## src/rtl/pe_network_interface.sv

```systemverilog
// rtl/pe_network_interface.sv - PE-to-router network interface: packet build, injection and ejection buffering
// Injection FIFO feeds a one-entry output register toward the router; ejection FIFO buffers packets for the PE.
module pe_network_interface #(
  parameter int NODE_X    = 0,
  parameter int NODE_Y    = 0,
  parameter int INJ_DEPTH = 4,
  parameter int EJ_DEPTH  = 4
) (
  input  logic        clk,
  input  logic        reset,
  input  logic        inj_valid,
  output logic        inj_ready,
  input  logic [1:0]  inj_dst_x,
  input  logic [1:0]  inj_dst_y,
  input  logic [31:0] inj_payload,
  output logic        si_PE,
  input  logic        ri_PE,
  output logic [63:0] PE_in_packet,
  input  logic        polarity,
  input  logic        so_PE,
  output logic        ro_PE,
  input  logic [63:0] PE_out_packet,
  output logic        ej_valid,
  input  logic        ej_ready,
  output logic [3:0]  ej_src,
  output logic [7:0]  ej_seq,
  output logic [31:0] ej_payload,
  output logic        err_misroute,
  output logic [15:0] inj_count,
  output logic [15:0] ej_count
);

  localparam int IAW = $clog2(INJ_DEPTH);
  localparam int EAW = $clog2(EJ_DEPTH);
  localparam logic [1:0] NX = 2'(NODE_X);
  localparam logic [1:0] NY = 2'(NODE_Y);
  localparam logic [3:0] NODE_ID = {NY, NX};

  // ---------------- injection FIFO ----------------
  logic [35:0]  inj_mem [INJ_DEPTH];
  logic [IAW:0] inj_wr, inj_rd, inj_cnt;
  logic         inj_full, inj_empty, inj_push;

  assign inj_cnt   = inj_wr - inj_rd;
  assign inj_full  = inj_cnt[IAW];
  assign inj_empty = (inj_wr == inj_rd);
  assign inj_ready = !inj_full;
  assign inj_push  = inj_valid && !inj_full;

  always_ff @(posedge clk) begin
    if (inj_push) inj_mem[inj_wr[IAW-1:0]] <= {inj_dst_y, inj_dst_x, inj_payload};
  end

  logic [1:0]  hd_x, hd_y, adx, ady;
  logic [31:0] hd_pay;
  logic        dir_x, dir_y;
  logic [7:0]  seq_q;
  logic        vc_q;
  logic [63:0] next_pkt;

  assign {hd_y, hd_x, hd_pay} = inj_mem[inj_rd[IAW-1:0]];

  // Direction bits are zero when the delta is zero, so "greater than" selects +x / +y.
  always_comb begin
    dir_x    = hd_x > NX;
    dir_y    = hd_y > NY;
    adx      = dir_x ? (hd_x - NX) : (NX - hd_x);
    ady      = dir_y ? (hd_y - NY) : (NY - hd_y);
    next_pkt = {vc_q, dir_x, dir_y, 5'b0, 2'b00, adx, 2'b00, ady,
                NODE_ID, hd_y, hd_x, seq_q, hd_pay};
  end

  // ---------------- output register toward the router ----------------
  logic        out_valid;
  logic [63:0] out_pkt;
  logic        xfer, load;

  assign si_PE        = out_valid && (polarity == out_pkt[63]);
  assign xfer         = si_PE && ri_PE;
  assign load         = !inj_empty && (!out_valid || xfer);
  assign PE_in_packet = out_pkt;

  always_ff @(posedge clk or negedge reset) begin
    if (!reset) begin
      inj_wr    <= '0;
      inj_rd    <= '0;
      out_valid <= 1'b0;
      out_pkt   <= '0;
      seq_q     <= '0;
      vc_q      <= 1'b0;
      inj_count <= '0;
    end else begin
      if (inj_push) inj_wr <= inj_wr + 1'b1;
      if (load) begin
        inj_rd    <= inj_rd + 1'b1;
        out_pkt   <= next_pkt;
        out_valid <= 1'b1;
        seq_q     <= seq_q + 8'd1;
        vc_q      <= ~vc_q;
      end else if (xfer) begin
        out_valid <= 1'b0;
      end
      if (xfer) inj_count <= inj_count + 16'd1;
    end
  end

  // ---------------- ejection FIFO ----------------
  logic [43:0]  ej_mem [EJ_DEPTH];
  logic [EAW:0] ej_wr, ej_rd, ej_cnt;
  logic         ej_full, ej_empty, cap, dst_ok, ej_push, ej_pop;
  logic [15:0]  unused_hdr;

  assign unused_hdr = PE_out_packet[63:48];
  assign ej_cnt     = ej_wr - ej_rd;
  assign ej_full    = ej_cnt[EAW];
  assign ej_empty   = (ej_wr == ej_rd);
  assign ro_PE      = !ej_full;
  assign cap        = so_PE && ro_PE;
  assign dst_ok     = (PE_out_packet[43:40] == NODE_ID);
  assign ej_push    = cap && dst_ok;
  assign ej_valid   = !ej_empty;
  assign ej_pop     = ej_valid && ej_ready;

  always_ff @(posedge clk) begin
    if (ej_push) ej_mem[ej_wr[EAW-1:0]] <= {PE_out_packet[47:44], PE_out_packet[39:0]};
  end

  // Head fields are masked while empty so the outputs read zero out of reset.
  always_comb begin
    ej_src     = '0;
    ej_seq     = '0;
    ej_payload = '0;
    if (ej_valid) {ej_src, ej_seq, ej_payload} = ej_mem[ej_rd[EAW-1:0]];
  end

  always_ff @(posedge clk or negedge reset) begin
    if (!reset) begin
      ej_wr        <= '0;
      ej_rd        <= '0;
      err_misroute <= 1'b0;
      ej_count     <= '0;
    end else begin
      if (ej_push) ej_wr <= ej_wr + 1'b1;
      if (ej_pop) begin
        ej_rd    <= ej_rd + 1'b1;
        ej_count <= ej_count + 16'd1;
      end
      err_misroute <= cap && !dst_ok;
    end
  end

endmodule

```

## config.mk

```make
export PLATFORM = sky130hd
export DESIGN_NAME = pe_network_interface
export DESIGN_NICKNAME = d
export VERILOG_FILES = /design/src/rtl/pe_network_interface.sv
export SDC_FILE = /design/constraint.sdc
export NUM_CORES = 1
export LEC_CHECK = 0
export ABC_AREA = 1
export ABC_CLOCK_PERIOD_IN_PS = 5000
export CAP_MARGIN = 30
export CORE_MARGIN = 2
export CORE_UTILIZATION = 30
export DETAILED_ROUTE_END_ITERATION = 6
export GPL_ROUTABILITY_DRIVEN = 0
export SYNTH_ARGS = -nofsm -noshare
export SYNTH_HDL_FRONTEND = slang
export SYNTH_SLANG_ARGS = --single-unit
```

## constraint.sdc

```tcl
create_clock -name clk -period 5 [get_ports clk]
set_input_delay 0.75 -clock clk [delete_from_list [all_inputs] [get_ports clk]]
set_output_delay 0.75 -clock clk [all_outputs]
set_load 0.02 [all_outputs]
```

==> flow_summary_export.csv <==
group,metric,value,unit
run_status,outcome,"complete, no violations",
clock_network,clock_sinks,424,
floorplan,rows,87,
critical_path,crit_arrival,3130,ps
sta,achievable-frequency,0.258,GHz
critical_path,cp_max_fo,44,
sta,clock_skew,21.8,ps
routing,ant_nets,0,
sta,worst_pin_slew,1020,ps
sta,report.final.hold_viol_count,0,
clock_network,clkLatencyLatePin,580,ps
sta,post-route-min-period,3880,ps
pwr,pwr-share-comb,0.393,
grt,antenna_found_initial,8,
clock_network,post_cts_buffers,0,
placed_design,dp_hpwl,23.7,mm
pwr,p_sw,5100,uW
synthesis,synth-edff-count,320,
layout,fin_cells,2528,
grt,grt_first_pass_wirelength,62.2,mm
grt,track_usage,0.132,
pwr,switching_share,0.374,
run,drv_cap,0,
grt,grt_max_degree,85,
synthesis,yosysUniqueCellTypes,30,
critical_path,ff2ff_setup_slack,2240,ps
clock_network,cts_tree,"done",
layout,fill_cells,5445,
synthesis,syn_inst,1511,
routing,drtPass1Iterations,5,
clock_network,root_buffer,"clkbuf_16",
floorplan,fp.dieArea,59400,um2
routing,vias,11465,
synthesis,ys.flop_type,"edfxtp_1",
sta,maxSlewHeadroom,0.321,
pwr,irDropWorstVdd,0.000345,V
layout,final_nets,1860,
grt,grt_pass1_vias,11288,
floorplan,fp.dieH,244,um
pwr,p_leak,0.00812,uW
worst_hold_path,worst_hold_path.endpoint,"PE_in_packet[24]",
floorplan,core_area,56600,um2
floorplan,die_w,244,um
clock_network,h-tree-depth,2,
synthesis,syn_area,17200,um2
synthesis,seq_area_frac_synth,0.709,
critical_path,required,4250,ps
routing,drt_first_iter_violations,581,
critical_path,crit_type,"reg -> out",
placed_design,dp_cells,2441,
synthesis,synth-async-reset-ratio,0.245,
layout,regArea,12200,um2
placed_design,io_buffers,222,
sta,setup-violations-final,0,
routing,drc,0,
worst_hold_path,hp-start,"PE_in_packet[24]",
critical_path,r2r-start,"ej_wr[1]",
worst_hold_path,whs_path_depth,2,
worst_hold_path,hp-class,"reg -> reg",
pwr,powerDensity,624,nW/um2
layout,drive_gt1_frac,0.0655,
synthesis,avgSynthCellArea,11.4,um2
sta,finalMaxSlewViolations,0,
synthesis,ys_warn_count,0,
routing,vias_per_cell,4.54,
layout,area_growth_syn_to_layout,26.8,%
grt,overflow,0,
critical_path,start_kind,"flop",
routing,wl_per_cell,15.9,um
floorplan,initial_core_util,0.304,
pwr,seqPwrFrac,0.348,
clock_network,path_clk_slew,60,ps
pwr,power_frac_clock,0.259,
sta,fin_setup_tns,0,ps
sta,fin_crit_sh,0.776,
critical_path,worstReg2RegEnd,"ej_mem[1][4]",
critical_path,ff2ff_path_depth,7,
synthesis,ys_seq_elements,424,
clock_network,clk_path_buf_depth,3,
critical_path,cp-end-kind,"output port",
pwr,intPower,8540,uW
layout,multi_input_comb_area,4460,um2
floorplan,io_pins,252,
routing,wl,40.3,mm
clock_network,numCtsBuffers,46,
sta,rsz0062_at_grt,"no",
==> stage by stage <==
stage | area, um2 | hold WS, ps | power [uW] | utilization | worst slack [ps]
final | 21800 | 480 | 13600 | 0.386 | 1120
after global routing | 21800 | 486 | 14500 | 0.386 | 920
after CTS | 21800 | 480 | 13900 | 0.386 | 1040
after detailed placement | 20200 | 465 | 10200 | 0.357 | 1680
after global placement | 20200 | 464 | 10200 | 0.357 | 1680
after floorplan | 17300 | 449 | 8070 | - | 809
==> power groups by stage <==
stage	logic (uW)	registers, uW	clock network [uW]
finish	5360	4740	3530
global placement	5360	4800	0
floorplan	3020	5050	0
global route	5900	4810	3790
detailed placement	5430	4820	0
CTS	5460	4750	3640
==> critical path, stage by stage (launching register included) <==
cell,delay (ps)
dfrtp_2,480
ha_1,300
nand2_1,50
inv_1,80
nand2_1,110
inv_2,750
a21oi_1,180
clkdlybuf4s50_1,600
==> state kept, by name (all words and copies together) (netlist names) <==
| register | flops |
|---|---|
| vc_q | 1 |
| ej_rd | 3 |
| inj_rd | 3 |
| err_misroute | 1 |
| inj_mem | 144 |
| seq_q | 8 |
| ej_wr | 3 |
| inj_count | 16 |
| ej_mem | 176 |
| inj_wr | 3 |
| out_valid | 1 |
| PE_in_packet | 49 |
| ej_count | 16 |
==> logic make-up after synthesis <==
kind of cell	after synthesis	synth area share
buffers and inverters	141	0.0386
DFF	424	0.709
AOI/OAI and AO/OA	260	0.0782
xor gates and xnor gates	28	0.0142
other	1	0.000218
adders and majority gates	19	0.0138
and+or+nand+nor	638	0.146
==> synthesized netlist by cell type, types with 13 or more instances <==
| cell | number | share of area |
|---|---|---|
| edfxtp_1 | 320 | 0.56 |
| nand2_1 | 302 | 0.066 |
| nor2_1 | 283 | 0.062 |
| o21ai_0 | 181 | 0.053 |
| dfrtp_1 | 104 | 0.15 |
| inv_1 | 54 | 0.012 |
| a21oi_1 | 46 | 0.013 |
| o22ai_1 | 32 | 0.012 |
| clkbuf_1 | 30 | 0.0065 |
| buf_2 | 25 | 0.0073 |
| nand3_1 | 24 | 0.0070 |
| buf_4 | 19 | 0.0083 |
| ha_1 | 19 | 0.014 |
| xor2_1 | 16 | 0.0081 |
| nand4_1 | 13 | 0.0047 |
==> per-layer routing <==
metal  track usage  vias up  share of wire
met1         0.161     5517           0.42
met5             0        -         0.0015
li1              -     5587              -
met2         0.221      283           0.48
met4        0.0468       10          0.026
met3        0.0427       68          0.074
==> area by class of cell <==
type | instances | share of cell area
sequential | 424 | 0.559
multi-input combinational | 958 | 0.204
timing repair buffer | 246 | 0.110
clock buffer | 63 | 0.0589
tap | 756 | 0.0433
clock inverter | 21 | 0.0144
inverter | 58 | 0.0101
antenna | 2 | 0.000229
==> cells in the final DEF, fill, tap and decap left out, types with 8 or more instances in the layout <==
| cell type | instances |
|---|---|
| ha_1 | 19 |
| inv_1 | 53 |
| a21oi_1 | 46 |
| o21ai_0 | 181 |
| clkdlybuf4s50_1 | 221 |
| nor2_1 | 275 |
| clkbuf_1 | 11 |
| dfrtp_1 | 102 |
| xor2_1 | 16 |
| edfxtp_1 | 320 |
| nor2_4 | 8 |
| buf_4 | 24 |
| conb_1 | 13 |
| nand3_1 | 24 |
| nand2_1 | 302 |
| nand4_1 | 13 |
| xnor2_1 | 12 |
| o22ai_1 | 32 |
| clkbuf_16 | 47 |
==> worst max path at each step <==
stage             start       endpoint  slack [ps]  depth (start not counted)
2_1_floorplan  ej_rd[1]   ej_mem[0][0]         810                          9
6_report       ej_rd[0]  ej_payload[0]        1120                          7
3_5_place_dp   ej_wr[0]  ej_payload[0]        1680                          8
4_1_cts        ej_wr[0]  ej_payload[0]        1040                          8
3_3_place_gp   ej_rd[0]  ej_payload[0]        1680                          7
5_1_grt        ej_wr[0]  ej_payload[0]         920                          8
==> repair_timing <==
| item | in CTS | in global routing |
|---|---|---|
| hold buffers | 1 | 0 |
| gates resized for setup | 0 | 0 |
| endpoints found under the hold margin | 5 | 0 |
| endpoints found under the setup margin | 0 | 0 |
(Power assumes the default switching activity.)
